<file path="src/rtl/axi4_lite_if_pkg.sv">
// Shared AXI4-Lite definitions: response codes, bus-width defaults and the
// byte-strobe merge used by register banks.
package axi4_lite_if_pkg;

    localparam int AXI4_LITE_ADDR_W_DEFAULT = 32;
    localparam int AXI4_LITE_DATA_W_DEFAULT = 32;
    localparam int AXI4_LITE_STRB_W_DEFAULT = AXI4_LITE_DATA_W_DEFAULT / 8;

    typedef enum logic [1:0] {
        OKAY   = 2'b00,
        EXOKAY = 2'b01,
        SLVERR = 2'b10,
        DECERR = 2'b11
    } axi4_resp_t;

    typedef logic [AXI4_LITE_DATA_W_DEFAULT-1:0] axi4_data_t;
    typedef logic [AXI4_LITE_STRB_W_DEFAULT-1:0] axi4_strb_t;

    // Replace only the bytes whose strobe bit is set.
    function automatic axi4_data_t apply_wstrb(
        input axi4_data_t old_val,
        input axi4_data_t new_val,
        input axi4_strb_t strb
    );
        axi4_data_t merged;
        merged = old_val;
        for (int b = 0; b < AXI4_LITE_STRB_W_DEFAULT; b++) begin
            if (strb[b]) begin
                merged[8*b +: 8] = new_val[8*b +: 8];
            end
        end
        return merged;
    endfunction

endpackage

</file>
<file path="src/rtl/axi4_lite_if.sv">
// AXI4-Lite bus bundle with slave-side and master-side views.
interface axi4_lite_if #(
    parameter int ADDR_W = axi4_lite_if_pkg::AXI4_LITE_ADDR_W_DEFAULT,
    parameter int DATA_W = axi4_lite_if_pkg::AXI4_LITE_DATA_W_DEFAULT
);

    logic [ADDR_W-1:0]   awaddr;
    logic [2:0]          awprot;
    logic                awvalid;
    logic                awready;

    logic [DATA_W-1:0]   wdata;
    logic [DATA_W/8-1:0] wstrb;
    logic                wvalid;
    logic                wready;

    logic [1:0]          bresp;
    logic                bvalid;
    logic                bready;

    logic [ADDR_W-1:0]   araddr;
    logic [2:0]          arprot;
    logic                arvalid;
    logic                arready;

    logic [DATA_W-1:0]   rdata;
    logic [1:0]          rresp;
    logic                rvalid;
    logic                rready;

    modport slv_port (
        input  awaddr,
        input  awprot,
        input  awvalid,
        output awready,
        input  wdata,
        input  wstrb,
        input  wvalid,
        output wready,
        output bresp,
        output bvalid,
        input  bready,
        input  araddr,
        input  arprot,
        input  arvalid,
        output arready,
        output rdata,
        output rresp,
        output rvalid,
        input  rready
    );

    modport mst_port (
        output awaddr,
        output awprot,
        output awvalid,
        input  awready,
        output wdata,
        output wstrb,
        output wvalid,
        input  wready,
        input  bresp,
        input  bvalid,
        output bready,
        output araddr,
        output arprot,
        output arvalid,
        input  arready,
        input  rdata,
        input  rresp,
        input  rvalid,
        output rready
    );

endinterface

</file>
<file path="src/rtl/axi4_lite_slv_reg_bank.sv">
// Register array with one byte-strobed write port and one combinational
// read port; all registers clear on reset.
module axi4_lite_slv_reg_bank
    import axi4_lite_if_pkg::*;
#(
    parameter int NUM_REGS = 4,
    parameter int IDX_W    = (NUM_REGS > 1) ? $clog2(NUM_REGS) : 1
) (
    input  logic                                i_clk,
    input  logic                                i_sync_rst,
    input  logic                                wr_en,
    input  logic [IDX_W-1:0]                    wr_idx,
    input  logic [AXI4_LITE_DATA_W_DEFAULT-1:0] wr_data,
    input  logic [AXI4_LITE_STRB_W_DEFAULT-1:0] wr_strb,
    input  logic [IDX_W-1:0]                    rd_idx,
    output logic [AXI4_LITE_DATA_W_DEFAULT-1:0] rd_data
);

    axi4_data_t regs_q [NUM_REGS];
    axi4_data_t regs_d [NUM_REGS];

    always_comb begin
        for (int i = 0; i < NUM_REGS; i++) begin
            regs_d[i] = regs_q[i];
        end
        if (wr_en) begin
            regs_d[wr_idx] = apply_wstrb(regs_q[wr_idx], wr_data, wr_strb);
        end
    end

    always_ff @(posedge i_clk) begin
        if (i_sync_rst) begin
            for (int i = 0; i < NUM_REGS; i++) begin
                regs_q[i] <= '0;
            end
        end else begin
            for (int i = 0; i < NUM_REGS; i++) begin
                regs_q[i] <= regs_d[i];
            end
        end
    end

    assign rd_data = regs_q[rd_idx];

endmodule

</file>
<file path="src/rtl/axi4_lite_slv_reg_file.sv">
// AXI4-Lite slave register file: independent write (IDLE->RESP) and read
// (IDLE->DATA) handshake FSMs in front of a byte-strobed register bank.
module axi4_lite_slv_reg_file
    import axi4_lite_if_pkg::*;
#(
    parameter int AXI4_LITE_ADDR_BIT_WIDTH = AXI4_LITE_ADDR_W_DEFAULT,
    parameter int AXI4_LITE_DATA_BIT_WIDTH = AXI4_LITE_DATA_W_DEFAULT,
    parameter int NUM_REGS                 = 4
) (
    input logic           i_clk,
    input logic           i_sync_rst,
    axi4_lite_if.slv_port if_s_axi4_lite
);

    localparam int IDX_W = (NUM_REGS > 1) ? $clog2(NUM_REGS) : 1;
    localparam logic [AXI4_LITE_ADDR_BIT_WIDTH-1:0] ADDR_LIMIT =
        AXI4_LITE_ADDR_BIT_WIDTH'(4 * NUM_REGS);

    localparam logic [0:0] WR_IDLE = 1'b0;
    localparam logic [0:0] WR_RESP = 1'b1;
    localparam logic [0:0] RD_IDLE = 1'b0;
    localparam logic [0:0] RD_DATA = 1'b1;

    logic [0:0] wr_state_q, wr_state_d;
    logic       awready_q, awready_d;
    logic       bvalid_q, bvalid_d;
    axi4_resp_t bresp_q, bresp_d;

    logic [0:0] rd_state_q, rd_state_d;
    logic       arready_q, arready_d;
    logic       rvalid_q, rvalid_d;
    axi4_resp_t rresp_q, rresp_d;
    logic [AXI4_LITE_DATA_BIT_WIDTH-1:0] rdata_q, rdata_d;

    logic       wr_hs;
    logic       rd_hs;
    logic       aw_addr_ok;
    logic       ar_addr_ok;
    logic       bank_wr_en;
    logic [IDX_W-1:0] wr_idx;
    logic [IDX_W-1:0] rd_idx;
    logic [AXI4_LITE_DATA_W_DEFAULT-1:0] bank_rd_data;
    logic       unused_prot;

    // Protection bits carry no meaning for this register block.
    assign unused_prot = ^{if_s_axi4_lite.awprot, if_s_axi4_lite.arprot};

    assign aw_addr_ok = (if_s_axi4_lite.awaddr < ADDR_LIMIT);
    assign ar_addr_ok = (if_s_axi4_lite.araddr < ADDR_LIMIT);
    assign wr_idx     = if_s_axi4_lite.awaddr[IDX_W+1:2];
    assign rd_idx     = if_s_axi4_lite.araddr[IDX_W+1:2];

    // awready and wready are one flop, so both channels handshake on the same edge.
    assign wr_hs      = awready_q && if_s_axi4_lite.awvalid && if_s_axi4_lite.wvalid;
    assign rd_hs      = arready_q && if_s_axi4_lite.arvalid;
    assign bank_wr_en = wr_hs && aw_addr_ok;

    axi4_lite_slv_reg_bank #(
        .NUM_REGS (NUM_REGS),
        .IDX_W    (IDX_W)
    ) u_reg_bank (
        .i_clk      (i_clk),
        .i_sync_rst (i_sync_rst),
        .wr_en      (bank_wr_en),
        .wr_idx     (wr_idx),
        .wr_data    (if_s_axi4_lite.wdata),
        .wr_strb    (if_s_axi4_lite.wstrb),
        .rd_idx     (rd_idx),
        .rd_data    (bank_rd_data)
    );

    always_comb begin
        wr_state_d = wr_state_q;
        awready_d  = 1'b0;
        bvalid_d   = bvalid_q;
        bresp_d    = bresp_q;
        case (wr_state_q)
            WR_IDLE: begin
                if (wr_hs) begin
                    wr_state_d = WR_RESP;
                    bvalid_d   = 1'b1;
                    bresp_d    = aw_addr_ok ? OKAY : SLVERR;
                end else begin
                    awready_d = if_s_axi4_lite.awvalid && if_s_axi4_lite.wvalid &&
                                !bvalid_q && !awready_q;
                end
            end
            WR_RESP: begin
                if (if_s_axi4_lite.bready) begin
                    wr_state_d = WR_IDLE;
                    bvalid_d   = 1'b0;
                end
            end
            default: wr_state_d = WR_IDLE;
        endcase
    end

    // Read data is captured from the bank before any same-edge write lands.
    always_comb begin
        rd_state_d = rd_state_q;
        rvalid_d   = rvalid_q;
        rresp_d    = rresp_q;
        rdata_d    = rdata_q;
        case (rd_state_q)
            RD_IDLE: begin
                if (rd_hs) begin
                    rd_state_d = RD_DATA;
                    rvalid_d   = 1'b1;
                    rresp_d    = ar_addr_ok ? OKAY : SLVERR;
                    rdata_d    = ar_addr_ok ? bank_rd_data : '0;
                end
            end
            RD_DATA: begin
                if (if_s_axi4_lite.rready) begin
                    rd_state_d = RD_IDLE;
                    rvalid_d   = 1'b0;
                end
            end
            default: rd_state_d = RD_IDLE;
        endcase
        arready_d = (rd_state_d == RD_IDLE);
    end

    always_ff @(posedge i_clk) begin
        if (i_sync_rst) begin
            wr_state_q <= WR_IDLE;
            awready_q  <= 1'b0;
            bvalid_q   <= 1'b0;
            bresp_q    <= OKAY;
            rd_state_q <= RD_IDLE;
            arready_q  <= 1'b0;
            rvalid_q   <= 1'b0;
            rresp_q    <= OKAY;
            rdata_q    <= '0;
        end else begin
            wr_state_q <= wr_state_d;
            awready_q  <= awready_d;
            bvalid_q   <= bvalid_d;
            bresp_q    <= bresp_d;
            rd_state_q <= rd_state_d;
            arready_q  <= arready_d;
            rvalid_q   <= rvalid_d;
            rresp_q    <= rresp_d;
            rdata_q    <= rdata_d;
        end
    end

    assign if_s_axi4_lite.awready = awready_q;
    assign if_s_axi4_lite.wready  = awready_q;
    assign if_s_axi4_lite.bvalid  = bvalid_q;
    assign if_s_axi4_lite.bresp   = bresp_q;
    assign if_s_axi4_lite.arready = arready_q;
    assign if_s_axi4_lite.rvalid  = rvalid_q;
    assign if_s_axi4_lite.rresp   = rresp_q;
    assign if_s_axi4_lite.rdata   = rdata_q;

endmodule

</file>
<file path="src/flat_wrapper.sv">
// flat-port wrapper written by rule: the top's interface ports become plain ports
module axi4_lite_slv_reg_file_flat import axi4_lite_if_pkg::*;
#(
    parameter int AXI4_LITE_ADDR_BIT_WIDTH = AXI4_LITE_ADDR_W_DEFAULT,
    parameter int AXI4_LITE_DATA_BIT_WIDTH = AXI4_LITE_DATA_W_DEFAULT,
    parameter int NUM_REGS                 = 4
)
  (i_clk, i_sync_rst, if_s_axi4_lite_awaddr, if_s_axi4_lite_awprot, if_s_axi4_lite_awvalid, if_s_axi4_lite_awready, if_s_axi4_lite_wdata, if_s_axi4_lite_wstrb, if_s_axi4_lite_wvalid, if_s_axi4_lite_wready, if_s_axi4_lite_bresp, if_s_axi4_lite_bvalid, if_s_axi4_lite_bready, if_s_axi4_lite_araddr, if_s_axi4_lite_arprot, if_s_axi4_lite_arvalid, if_s_axi4_lite_arready, if_s_axi4_lite_rdata, if_s_axi4_lite_rresp, if_s_axi4_lite_rvalid, if_s_axi4_lite_rready);
  axi4_lite_if #(.ADDR_W(32), .DATA_W(32)) if_s_axi4_lite_i ();
  input logic i_clk;
  input logic i_sync_rst;
  input wire logic [$bits(if_s_axi4_lite_i.awaddr)-1:0] if_s_axi4_lite_awaddr;
  input wire logic [$bits(if_s_axi4_lite_i.awprot)-1:0] if_s_axi4_lite_awprot;
  input wire logic [$bits(if_s_axi4_lite_i.awvalid)-1:0] if_s_axi4_lite_awvalid;
  output wire logic [$bits(if_s_axi4_lite_i.awready)-1:0] if_s_axi4_lite_awready;
  input wire logic [$bits(if_s_axi4_lite_i.wdata)-1:0] if_s_axi4_lite_wdata;
  input wire logic [$bits(if_s_axi4_lite_i.wstrb)-1:0] if_s_axi4_lite_wstrb;
  input wire logic [$bits(if_s_axi4_lite_i.wvalid)-1:0] if_s_axi4_lite_wvalid;
  output wire logic [$bits(if_s_axi4_lite_i.wready)-1:0] if_s_axi4_lite_wready;
  output wire logic [$bits(if_s_axi4_lite_i.bresp)-1:0] if_s_axi4_lite_bresp;
  output wire logic [$bits(if_s_axi4_lite_i.bvalid)-1:0] if_s_axi4_lite_bvalid;
  input wire logic [$bits(if_s_axi4_lite_i.bready)-1:0] if_s_axi4_lite_bready;
  input wire logic [$bits(if_s_axi4_lite_i.araddr)-1:0] if_s_axi4_lite_araddr;
  input wire logic [$bits(if_s_axi4_lite_i.arprot)-1:0] if_s_axi4_lite_arprot;
  input wire logic [$bits(if_s_axi4_lite_i.arvalid)-1:0] if_s_axi4_lite_arvalid;
  output wire logic [$bits(if_s_axi4_lite_i.arready)-1:0] if_s_axi4_lite_arready;
  output wire logic [$bits(if_s_axi4_lite_i.rdata)-1:0] if_s_axi4_lite_rdata;
  output wire logic [$bits(if_s_axi4_lite_i.rresp)-1:0] if_s_axi4_lite_rresp;
  output wire logic [$bits(if_s_axi4_lite_i.rvalid)-1:0] if_s_axi4_lite_rvalid;
  input wire logic [$bits(if_s_axi4_lite_i.rready)-1:0] if_s_axi4_lite_rready;
  assign if_s_axi4_lite_i.awaddr = if_s_axi4_lite_awaddr;
  assign if_s_axi4_lite_i.awprot = if_s_axi4_lite_awprot;
  assign if_s_axi4_lite_i.awvalid = if_s_axi4_lite_awvalid;
  assign if_s_axi4_lite_awready = if_s_axi4_lite_i.awready;
  assign if_s_axi4_lite_i.wdata = if_s_axi4_lite_wdata;
  assign if_s_axi4_lite_i.wstrb = if_s_axi4_lite_wstrb;
  assign if_s_axi4_lite_i.wvalid = if_s_axi4_lite_wvalid;
  assign if_s_axi4_lite_wready = if_s_axi4_lite_i.wready;
  assign if_s_axi4_lite_bresp = if_s_axi4_lite_i.bresp;
  assign if_s_axi4_lite_bvalid = if_s_axi4_lite_i.bvalid;
  assign if_s_axi4_lite_i.bready = if_s_axi4_lite_bready;
  assign if_s_axi4_lite_i.araddr = if_s_axi4_lite_araddr;
  assign if_s_axi4_lite_i.arprot = if_s_axi4_lite_arprot;
  assign if_s_axi4_lite_i.arvalid = if_s_axi4_lite_arvalid;
  assign if_s_axi4_lite_arready = if_s_axi4_lite_i.arready;
  assign if_s_axi4_lite_rdata = if_s_axi4_lite_i.rdata;
  assign if_s_axi4_lite_rresp = if_s_axi4_lite_i.rresp;
  assign if_s_axi4_lite_rvalid = if_s_axi4_lite_i.rvalid;
  assign if_s_axi4_lite_i.rready = if_s_axi4_lite_rready;
  axi4_lite_slv_reg_file #(.AXI4_LITE_ADDR_BIT_WIDTH(AXI4_LITE_ADDR_BIT_WIDTH), .AXI4_LITE_DATA_BIT_WIDTH(AXI4_LITE_DATA_BIT_WIDTH), .NUM_REGS(NUM_REGS)) u_core (.i_clk(i_clk), .i_sync_rst(i_sync_rst), .if_s_axi4_lite(if_s_axi4_lite_i));
endmodule
</file>
<file path="config.mk">
export PLATFORM = sky130hd
export DESIGN_NAME = axi4_lite_slv_reg_file_flat
export DESIGN_NICKNAME = d
export VERILOG_FILES = /design/src/rtl/axi4_lite_if_pkg.sv /design/src/rtl/axi4_lite_if.sv /design/src/rtl/axi4_lite_slv_reg_bank.sv /design/src/rtl/axi4_lite_slv_reg_file.sv /design/src/flat_wrapper.sv
export SDC_FILE = /design/constraint.sdc
export NUM_CORES = 1
export LEC_CHECK = 0
export ABC_AREA = 1
export ABC_CLOCK_PERIOD_IN_PS = 1800
export CAP_MARGIN = 15
export CORE_UTILIZATION = 55
export CTS_BUF_LIST = sky130_fd_sc_hd__clkbuf_4
export DETAILED_ROUTE_END_ITERATION = 6
export PLACE_DENSITY = 0.82
export SLEW_MARGIN = 20
export SYNTH_ARGS = -nofsm -noshare
export SYNTH_HDL_FRONTEND = slang
export SYNTH_SLANG_ARGS = --single-unit
</file>
<file path="constraint.sdc">
create_clock -name i_clk -period 1.8 [get_ports i_clk]
set_clock_uncertainty 0.05 [all_clocks]
set_input_delay 0.45 -clock i_clk [delete_from_list [all_inputs] [get_ports i_clk]]
set_output_delay 0.45 -clock i_clk [all_outputs]
set_load 0.01 [all_outputs]
</file>
==> results.yml <==
detailed_routing:
  postRouteAntennaNets: 0
  firstDrtPassIters: 6
  drt_iter0_drc: 1013
  drc_errors: 0
  routed_wl_mm: 27.0
  wl_per_cell_um: 14.0
  num_vias: 10100
  via_per_inst: 5.25
timing:
  slew_violations: 0
  final-setup-viol-count: 0
  layout_min_cycle_time_ns: 1.74
  fmax_ghz: 0.576
  rsz0062_at_grt: "no"
  layout_setup_ws_ns: 0.0637
  fin_tns_setup_ns: 0
  hold_viol: 0
  post-route-period-util: 0.965
synthesis:
  synth_ff_type: "dfxtp_1"
  netlist_top_cells_area: "dfxtp_1 (37%), nand2_1 (23%), nor2_1 (11%), inv_1 (6.8%), a21oi_1 (5.5%)"
  yosysSeqAreaShare: 0.371
  async_reset_ff_frac: 0
  syn_area_um2: 9050
  syn_avg_cell_area_um2: 5.83
  synth.top_cell.area_share: 0.371
  ys_types: 23
  netlist_instances: 1552
  netlist.top_cell.by_area: "dfxtp_1"
  synth_edf_count: 0
  yosys_warnings: 0
  synth_seq_cells: 168
min_path:
  worstHoldEndpoint: "u_core.if_s_axi4_lite.awready$_SDFF_PP0_"
  hold_class: "primary input to flop"
  hold_start: "if_s_axi4_lite_awvalid"
  worst_hold_path.num_cells: 3
critical_path:
  reg2reg_depth: 7
  worstPathCellList: "dlygate4sd2_1"
  cp-end-kind: "output port"
  crit_path_top_delay_cell: "dfxtp_1"
  rr_endpoint: "u_core.u_reg_bank.regs_q[1][16]$_SDFFE_PP0P_"
  critPathLaunchType: "flop"
  required_ns: 1.30
  cp_num_buf_inv: 1
  cpLargestDelayFamily: "flip-flops"
  cp_data_arrival_time_ns: 1.24
  rr_startpoint: "u_core.if_s_axi4_lite.awready$_SDFF_PP0_"
  critPathKind: "flop to output port"
  slowest_delay_ns: 0.38
  crit_path_max_fanout: 2
  rrSetupSlack_ns: 0.17
clocking:
  clk_pin_slew_ns: 0.15
  cts_setup_buffers: 0
  cts_buffer_depth: 2
  root_buffer: "clkbuf_4"
  cts_buffers: 17
  clk_latency_ns: 0.58
  htreeDepth: 4
  clock_sinks: 168
  cts_tree: "done"
run_status:
  outcome: "complete, no violations"
final_layout:
  final_common_cell: "nand2_1"
  stdcell_area_um2: 11500
  post-route-util: 0.716
  layout-drive-gt1-share: 0.0828
  nets: 1816
  layout_common_cells: "nand2_1 (549), nor2_1 (275), dfxtp_1 (166), inv_1 (163), clkdlybuf4s50_1 (101)"
  syn2layout_area_growth_pct: 26.5
grt:
  grt_pass1_wl_mm: 42.3
  grt.total_usage: 0.321
  antenna_found_initial: 1
  grt_pass1_vias: 8909
  grt_max_degree: 44
  globalRouteOverflowTotal: 0
power_and_ir_drop:
  powerDensity_nw_per_um2: 588
  power_leakage_nw: 5.87
  peakVddDrop_uv: 463
floorplan:
  core_area_um2: 16000
  die-area_um2: 17000
  io_pins: 154
  fp-row-count: 46
  die_h_um: 130
  die_w_um: 130
  initial_utilization: 0.566
placement:
  dp_hpwl_mm: 18.5
  place_congestion: 0.858
  placed_area_um2: 11200
  io_buffers: 141
  pre_cts_ws_ns: -0.444
job:
  cap_violations: 0
how the worst max path moves through the flow:
| stage | startpoint | end | cells past startpoint |
|---|---|---|---|
| 5_1_grt | u_core.if_s_axi4_lite.awready$_SDFF_PP0_ | if_s_axi4_lite_awready | 1 |
| 2_1_floorplan | if_s_axi4_lite_awaddr[14] | u_core.u_reg_bank.regs_q[2][10]$_SDFFE_PP0P_ | 10 |
| 3_5_place_dp | if_s_axi4_lite_awaddr[2] | u_core.u_reg_bank.regs_q[3][13]$_SDFFE_PP0P_ | 10 |
| 4_1_cts | u_core.if_s_axi4_lite.rdata[15]$_SDFFE_PP0P_ | if_s_axi4_lite_rdata[15] | 1 |
| 3_3_place_gp | if_s_axi4_lite_awaddr[2] | u_core.u_reg_bank.regs_q[1][25]$_SDFFE_PP0P_ | 10 |
| 6_report | u_core.if_s_axi4_lite.rdata[17]$_SDFFE_PP0P_ | if_s_axi4_lite_rdata[17] | 1 |
Yosys cell counts, types with 2 or more instances:
master / instances
dfxtp_1: 168
nand4_1: 36
inv_1: 163
or2_2: 9
buf_4: 5
nand3_1: 47
buf_1: 6
clkinv_1: 3
o21ai_1: 17
nand2_1: 549
nor2_4: 2
o21ai_0: 76
clkbuf_1: 59
inv_2: 6
nor2_2: 2
a21oi_1: 100
buf_2: 22
nor2_1: 277
area by class of cell:
cell class / count / area, um^2
fillers: 1409 / 4540
clock inverters: 15 / 128
well taps: 216 / 270
multi-input cells: 1120 / 4670
flip-flops and latches: 168 / 3370
diodes: 1 / 2.50
inverters: 172 / 647
clock buffers: 17 / 128
repair buffers: 224 / 2250
layer usage:
metal	routed length, um	GRT usage
met1	11100	0.401
met2	12400	0.542
met3	2740	0.0595
met4	762	0.134
met5	0	0
tightest hold or removal path, cell delays in order:
cell and delay [ns]:
clkdlybuf4s50_1 0.42, nand2_1 0.06, nor4_1 0.04
logic make-up (layout without fill, tap and decap cells):
family                 Yosys count  after routing  synth area share
flip-flops                     168            168             0.371
buffers and inverters          265            428             0.116
AO/OA/AOI/OAI                  194            194             0.108
AND/OR/NAND/NOR                924            924             0.405
other                            1              3          0.000414
repair_timing:
item                                    CTS  global route
endpoints found under the setup margin   39             2
resized for setup                        41             2
gates cloned                              0             0
pin swaps                                 0             0
hold buffers                              0             0
report_power, final:
group	switching [mW]	leakage [nW]	internal [mW]
Combinational	0.492	4.38	0.424
Sequential	0.00534	1.35	3.73
Clock	1.41	0.127	0.684
sequential cells by signal (all words and copies together) (netlist names):
register                       cells
u_core.u_reg_bank.regs_q         128
u_core.if_s_axi4_lite.awready      1
u_core.if_s_axi4_lite.bresp        1
u_core.if_s_axi4_lite.rvalid       1
u_core.if_s_axi4_lite.rresp        1
u_core.wr_state_q                  1
u_core.if_s_axi4_lite.bvalid       1
u_core.if_s_axi4_lite.rdata       32
u_core.if_s_axi4_lite.arready      1
u_core.rd_state_q                  1
through the flow:
stage	power, mW	instances	hold slack (ns)
4_1_cts	6.75	1932	0.330
5_1_grt	6.98	1933	0.339
2_1_floorplan	4.19	1553	0.386
3_5_place_dp	4.72	1900	0.390
3_3_place_gp	4.71	1900	0.395
6_report	6.74	1933	0.352
Power figures use the tool's default switching activity.
